### config.mk
export PLATFORM = sky130hd
export DESIGN_NAME = ripple_count_monitor
export DESIGN_NICKNAME = d
export VERILOG_FILES = /design/src/rtl/ripple_count_monitor.sv
export SDC_FILE = /design/constraint.sdc
export NUM_CORES = 1
export LEC_CHECK = 0
export ABC_AREA = 0
export CAP_MARGIN = 20
export CELL_PAD_IN_SITES_DETAIL_PLACEMENT = 1
export CELL_PAD_IN_SITES_GLOBAL_PLACEMENT = 2
export CORE_AREA = 2 2 67 69
export DETAILED_ROUTE_END_ITERATION = 12
export DIE_AREA = 0 0 69 71
export PLACE_DENSITY = 0.81
export SYNTH_ARGS = -nofsm -noshare
export SYNTH_HDL_FRONTEND = slang
export SYNTH_SLANG_ARGS = --single-unit
### constraint.sdc
create_clock -name clk -period 2.8 [get_ports clk]
set_input_delay 0.56 -clock clk [delete_from_list [all_inputs] [get_ports clk]]
set_output_delay 0.56 -clock clk [all_outputs]
set_load 0.01 [all_outputs]
### src/rtl/ripple_count_monitor.sv
// ripple_count_monitor: synchronises and de-glitches the 4-bit JK ripple counter
// outputs, then publishes the accepted count, its seven-segment pattern, wrap
// events and a sticky error for any non-sequential step.
//
// Ports:
//   clk, clr            - single clock, synchronous active-high clear
//   qa..qd              - raw ripple bits (qa = LSB), asynchronous to clk
//   count, valid        - last accepted value; valid once anything was accepted
//   seg                 - registered seven-segment pattern (seg[0]=a .. seg[6]=g)
//   wrap_pulse/wrap_cnt - one-cycle 15->0 pulse and modulo-2^WRAP_W wrap counter
//   err                 - sticky non-sequential-step flag
//
// Optional feature macro: RIPPLE_COUNT_MONITOR_SEG_EN (hex decoder on seg;
// when undefined seg is tied to all-zero).
module ripple_count_monitor #(
  parameter int STABLE_CYCLES = 2,  // 1..7
  parameter int WRAP_W        = 8
) (
  input  logic              clk,
  input  logic              clr,
  input  logic              qa,
  input  logic              qb,
  input  logic              qc,
  input  logic              qd,
  output logic [3:0]        count,
  output logic              valid,
  output logic [6:0]        seg,
  output logic              wrap_pulse,
  output logic [WRAP_W-1:0] wrap_cnt,
  output logic              err
);

  localparam logic [2:0] RUN_MAX = 3'(STABLE_CYCLES);

  typedef enum logic {
    ST_INIT = 1'b0,
    ST_RUN  = 1'b1
  } state_t;

  state_t              state;
  state_t              state_n;

  logic [3:0]          s1;
  logic [3:0]          s2;
  // Track whether each synchroniser stage holds a real post-clear sample, so the
  // cleared value of s2 is never mistaken for a stable input.
  logic                s1_live;
  logic                s2_live;
  logic [2:0]          run;

  logic                accept;
  logic [3:0]          count_inc;
  logic [3:0]          count_n;
  logic                valid_n;
  logic                wrap_pulse_n;
  logic [WRAP_W-1:0]   wrap_cnt_n;
  logic                err_n;

  // Two-stage synchroniser plus the run-length (stability) counter.
  always_ff @(posedge clk) begin
    if (clr) begin
      s1      <= 4'd0;
      s2      <= 4'd0;
      s1_live <= 1'b0;
      s2_live <= 1'b0;
      run     <= 3'd0;
    end else begin
      s1      <= {qd, qc, qb, qa};
      s1_live <= 1'b1;
      s2      <= s1;
      s2_live <= s1_live;
      if (!s1_live) begin
        run <= 3'd0;
      end else if (!s2_live || (s1 != s2)) begin
        // s2 is about to take a new value: its run starts at one cycle.
        run <= 3'd1;
      end else if (run < RUN_MAX) begin
        run <= run + 3'd1;
      end
    end
  end

  // A value is taken once it has been stable long enough and actually differs
  // from what is already published.
  assign accept    = (run == RUN_MAX) && ((state == ST_INIT) || (s2 != count));
  assign count_inc = count + 4'd1;

  // State and published-output registers.
  always_ff @(posedge clk) begin
    if (clr) begin
      state      <= ST_INIT;
      count      <= 4'd0;
      valid      <= 1'b0;
      wrap_pulse <= 1'b0;
      wrap_cnt   <= '0;
      err        <= 1'b0;
    end else begin
      state      <= state_n;
      count      <= count_n;
      valid      <= valid_n;
      wrap_pulse <= wrap_pulse_n;
      wrap_cnt   <= wrap_cnt_n;
      err        <= err_n;
    end
  end

  // Next-state logic.
  always_comb begin
    state_n = state;
    case (state)
      ST_INIT: if (accept) state_n = ST_RUN;
      ST_RUN:  state_n = ST_RUN;
      default: state_n = ST_INIT;
    endcase
  end

  // Output logic: next values of the published registers.
  always_comb begin
    count_n      = count;
    valid_n      = valid;
    wrap_pulse_n = 1'b0;
    wrap_cnt_n   = wrap_cnt;
    err_n        = err;
    if (accept) begin
      count_n = s2;
      valid_n = 1'b1;
      // The very first acceptance has no predecessor to check against.
      if (state == ST_RUN) begin
        if (s2 != count_inc) begin
          err_n = 1'b1;
        end
        if ((count == 4'hF) && (s2 == 4'h0)) begin
          wrap_pulse_n = 1'b1;
          wrap_cnt_n   = wrap_cnt + WRAP_W'(1);
        end
      end
    end
  end

`ifdef RIPPLE_COUNT_MONITOR_SEG_EN
  function automatic logic [6:0] hex7(input logic [3:0] v);
    logic [6:0] p;
    case (v)
      4'h0: p = 7'b0111111;
      4'h1: p = 7'b0000110;
      4'h2: p = 7'b1011011;
      4'h3: p = 7'b1001111;
      4'h4: p = 7'b1100110;
      4'h5: p = 7'b1101101;
      4'h6: p = 7'b1111101;
      4'h7: p = 7'b0000111;
      4'h8: p = 7'b1111111;
      4'h9: p = 7'b1101111;
      4'hA: p = 7'b1110111;
      4'hB: p = 7'b1111100;
      4'hC: p = 7'b0111001;
      4'hD: p = 7'b1011110;
      4'hE: p = 7'b1111001;
      default: p = 7'b1110001;
    endcase
    return p;
  endfunction

  // Loaded on the same edge as count so the display never lags the value.
  always_ff @(posedge clk) begin
    if (clr) begin
      seg <= 7'b0000000;
    end else if (accept) begin
      seg <= hex7(s2);
    end
  end
`else
  assign seg = 7'b0000000;
`endif

endmodule
# Word-level counts from Yosys, hierarchy flattened
# Index checks and enable logic that the tools add are counted.
# classes
addsub	3
magnitude_cmp	1
eq_ne	5
muxes	6
bitwise_logic	3
n_reduce_logical	12
# ops
operator	count
inequality test 4 bit	3
adder 8 x 1 -> 8 bit (second input constant)	1
AND reduction 3 bit	2
OR reduction 3 bit	2
2-to-1 mux 1 bit	5
adder 4 x 1 -> 4 bit (second input constant)	1
equality test 4 bit (second input constant)	1
zero test 4 bit	1
adder 3 x 1 -> 3 bit (second input constant)	1
equality test 3 x 2 -> 1 bit (second input constant)	1
less-than comparator 3 x 2 -> 1 bit (second input constant)	1
inverter 1 bit	3
logical AND 1 bit	2
logical OR 1 bit	2
case mux 1 bit (2 select lines)	1
nonzero test 2 bit	1
OR reduction 2 bit	1
zero test 1 bit	1
# totals
regBits	29
input_bits	6
out_inout_bits	22
elab_cells	42

# Longest topological paths before layout
# logic_depth
depth_word	5
depth_mapped	7
ltp_nobuf	6

# Worst setup path before layout
# No wires, ideal clock.
# synth_timing
path_type	register to register
startpoint	register count[1]
endpoint	register wrap_cnt[7]
setup_time_ns	0.121
arrival_time_ns	1.588
required_ns	2.679
slack_ns	1.091
stages_incl_launch_ff	6
path_buffers	0
path_cell_list	dfxtp_1 ha_1 and4bb_4 nand2_2 nor4_1 mux2_2
# synth_between
elab_chain_len	4
elab_cells_between_ends	6
classes_between	eq/ne (2); reduce/logical (4)
# synth_lines
item	line	text
start: declaration	25	output logic [3:0] count,
start signal: assignment	99	count <= count_n;
inequality test 4 bit	85	assign accept = (run == RUN_MAX) && ((state == ST_INIT) || (s2 != count));
logical OR 1 bit	85	
logical AND 1 bit	85	
AND reduction 3 bit (no source line) *	n/a	
end signal: assignment	102	wrap_cnt <= wrap_cnt_n;
end: declaration	29	output logic [WRAP_W-1:0] wrap_cnt,
# Every way passes the cells marked *; elsewhere a longest branch is shown, timed or not.
# A chain may end at the register's enable or synchronous reset.

# Worst setup path in the final report
# layout_timing
startpoint	register wrap_cnt[2]
endpoint	output port wrap_cnt[2]
# No word-level cell between the ends.

==> flow_metrics.py <==
metrics = {
    "synthesis": {
        "syn_area_um2": 1284,
        "synth_edf_count": 0,
        "yosys.area_share.adder": 0.03899,
        "ys_warn_count": 0,
        "synth_commonest_cells": "dfxtp_1 (29), nor2_1 (14), nor2b_1 (11)",
        "avgSynthCellArea_um2": 9.652,
        "syn_inst": 133,
        "yosys.area.top_type": "dfxtp_1",
        "ys_types": 32,
        "synth_seq_cells": 29,
        "synth-xor-area-share": 0.09552,
        "muxShareOfSynthArea": 0.04776,
        "yosysMostFrequentCell": "dfxtp_1",
        "yosys.area.top_type_share": 0.4522,
        "async_flop_share": 0,
        "synth_top_family_by_area": "simple AND/OR/NAND/NOR gates",
        "ys.flop_type": "dfxtp_1",
        "ys_top_cells_by_area": "dfxtp_1 (45%), xnor2_1 (6.8%), nor2b_1 (5.4%), buf_4 (4.1%), nor2_1 (4.1%)",
        "yosysSeqAreaShare": 0.4522,
        "synth-compound-area-share": 0.06530,
        "yosys.area_share.simple": 0.2290,
    },
    "timing": {
        "setup-tns-final_ps": 0,
        "hold_viol_final": 0,
        "fin_crit_sh": 0.6604,
        "rsz0062_at_grt": "false",
        "min_period_ps": 1849,
        "max_freq_ghz": 0.5408,
        "finalSetupViolations": 0,
        "holdWs_ps": 461.1,
        "final_max_slew_viol_count": 0,
        "final.setup_skew_ps": 6.157,
    },
    "global_route": {
        "first_global_vias": 984,
        "grt-ovfl-total": 0,
        "antenna_found_initial": 0,
        "grt_max_degree": 15,
        "track_usage": 0.1173,
        "grt_first_pass_wirelength_mm": 4.464,
    },
    "route": {
        "routedWlPerCell_um": 12.54,
        "first_iter_violations": 17,
        "num_vias": 981,
        "routed_wl_mm": 2.634,
        "avgViaCountPerCell": 4.671,
        "antenna_left": 0,
        "route.detailed.drc": 0,
        "drtPass1Iterations": 2,
    },
    "pwr": {
        "power.density_nw_per_um2": 506.6,
        "p_leak_nw": 0.6020,
        "ir_worst_vdd_v": 0.0002533,
    },
    "die": {
        "ios": 28,
        "num_rows": 24,
        "initial_core_util": 0.3054,
        "fp.dieH_um": 71,
        "core-area_um2": 4204,
        "dieArea_um2": 4899,
        "die_w_um": 69,
    },
    "place": {
        "dp_hpwl_mm": 2.031,
        "place_congestion": 0.7358,
        "placed_cell_area_um2": 1521,
        "place_inst": 203,
        "io_buffer_count": 20,
    },
    "worst_setup_path": {
        "cp_num_buf_inv": 1,
        "ff2ff_path_depth": 6,
        "startpoint_type": "flip-flop",
        "critPathMaxStageDelay_ps": 570,
        "r2r_start": "run[1]",
        "r2r_setup_slack_ps": 950,
        "regToRegEndpoint": "wrap_cnt[7]",
        "required_ps": 2240,
        "crit_chain": "clkdlybuf4s50_1",
        "crit_slowest_cell": "clkdlybuf4s50_1",
        "worstPathMaxFanout": 4,
        "cp_top_family": "buffers and inverters",
        "cp.depth": 1,
        "cp-end-kind": "output port",
        "path_class": "flip-flop to output port",
        "crit_arrival_ps": 1290,
    },
    "clocking": {
        "postCtsSetupBuffers": 0,
        "clk_pin_slew_ps": 60,
        "clk_latency_ps": 280,
        "numCtsBuffers": 5,
        "cts_max_path_buffers": 2,
        "h-tree-depth": 2,
        "cts_sinks": 29,
        "postCtsResizedCells": 0,
        "cts_tree": "yes",
        "clockRootBuffer": "clkbuf_8",
        "ctsHoldBuffers": 0,
    },
    "layout": {
        "finalInstanceArea_um2": 1608,
        "nets": 168,
        "nFillCells": 502,
        "instances_no_fill": 210,
        "antenna_cells": 0,
        "drive_above_1_share": 0.08861,
        "area_growth_pct": 25.24,
    },
    "hold_path": {
        "hold_depth": 2,
        "worstHoldPathType": "flip-flop to flip-flop",
        "min_to": "valid",
        "min_from": "valid",
    },
    "flow_run": {
        "maxCapViolCount": 0,
    },
    "run_status": {
        "status": "finished, final reports clean",
    },
}
[metrics by stage]
step | power (W) | util | setup WS, ps
2_1_floorplan | 0.0004705 | - | 1091
3_3_place_gp | 0.0004775 | 0.3619 | 746.9
3_5_place_dp | 0.0004794 | 0.3619 | 671.3
4_1_cts | 0.0008301 | 0.3824 | 916.4
5_1_grt | 0.0008574 | 0.3824 | 785.9
6_report | 0.0008146 | 0.3824 | 950.9
[power by group]
group	internal, W	total, W	switching, W
Sequential	0.000421	0.000427	0.00000642
Clock	0.000194	0.000345	0.000151
Combinational	0.0000201	0.0000424	0.0000222
Total	0.000635	0.000815	0.000179
[logic make-up (layout without fill, tap and decap cells)]
group / after synthesis / in the layout
flip-flops: 29 / 29
multiplexers: 6 / 6
AO/OA/AOI/OAI: 11 / 11
other: 1 / 7
AND/OR/NAND/NOR: 52 / 52
adder cells (fa/ha/maj): 4 / 4
XOR/XNOR: 14 / 14
buffers and inverters: 16 / 35
[area by class of cell]
cell class,count,area [um2],share of cell area
Sequential cell,29,580.6,0.3611
Multi-Input combinational cell,94,638.1,0.3969
Tap cell,52,65.06,0.04047
Timing Repair Buffer,22,215.2,0.1339
Clock buffer,7,86.33,0.05370
Inverter,6,22.52,0.01401
[per-layer routing]
| layer | track usage | vias to the layer above | part of all wire |
|---|---|---|---|
| met5 | 0 | - | 0 |
| met4 | 0.05229 | 0 | 0.017 |
| met3 | 0.05556 | 7 | 0.045 |
| met2 | 0.2009 | 18 | 0.51 |
| met1 | 0.1230 | 471 | 0.42 |
| li1 | - | 485 | - |
[registers in the layout (all words and copies together), names as in the netlist]
signal and cells:
wrap_pulse 1, s2 4, wrap_cnt 8, s2_live 1, run 3, state 1, s1_live 1, valid 1
count 4, s1 4, err 1
[worst max-delay path by stage]
stage                     slack (ps)          end        start
after floorplan                 1090  wrap_cnt[7]     count[1]
after global placement           750       run[1]          clr
after detailed placement         670       run[1]          clr
after CTS                        920  wrap_cnt[7]       run[1]
after global routing             790  wrap_cnt[7]       run[1]
final                            950  wrap_cnt[2]  wrap_cnt[2]
[cells in the final DEF (no fill, tap or decap), types with 2 or more instances in the layout]
cell and n:
buf_4 2, clkbuf_8 6, clkdlybuf4s50_1 20, conb_1 7, dfxtp_1 29, ha_1 4
inv_1 5, mux2i_1 5, nand2_1 7, nand3_1 5, nand4_1 4, nor2_1 14
nor2b_1 11, nor3_1 2, nor4_1 2, o211ai_1 2, o21a_1 2, o311ai_0 2
o41ai_1 2, or4_1 2, xnor2_1 10, xor2_1 4
No activity file was read; power rests on OpenSTA's default activity.
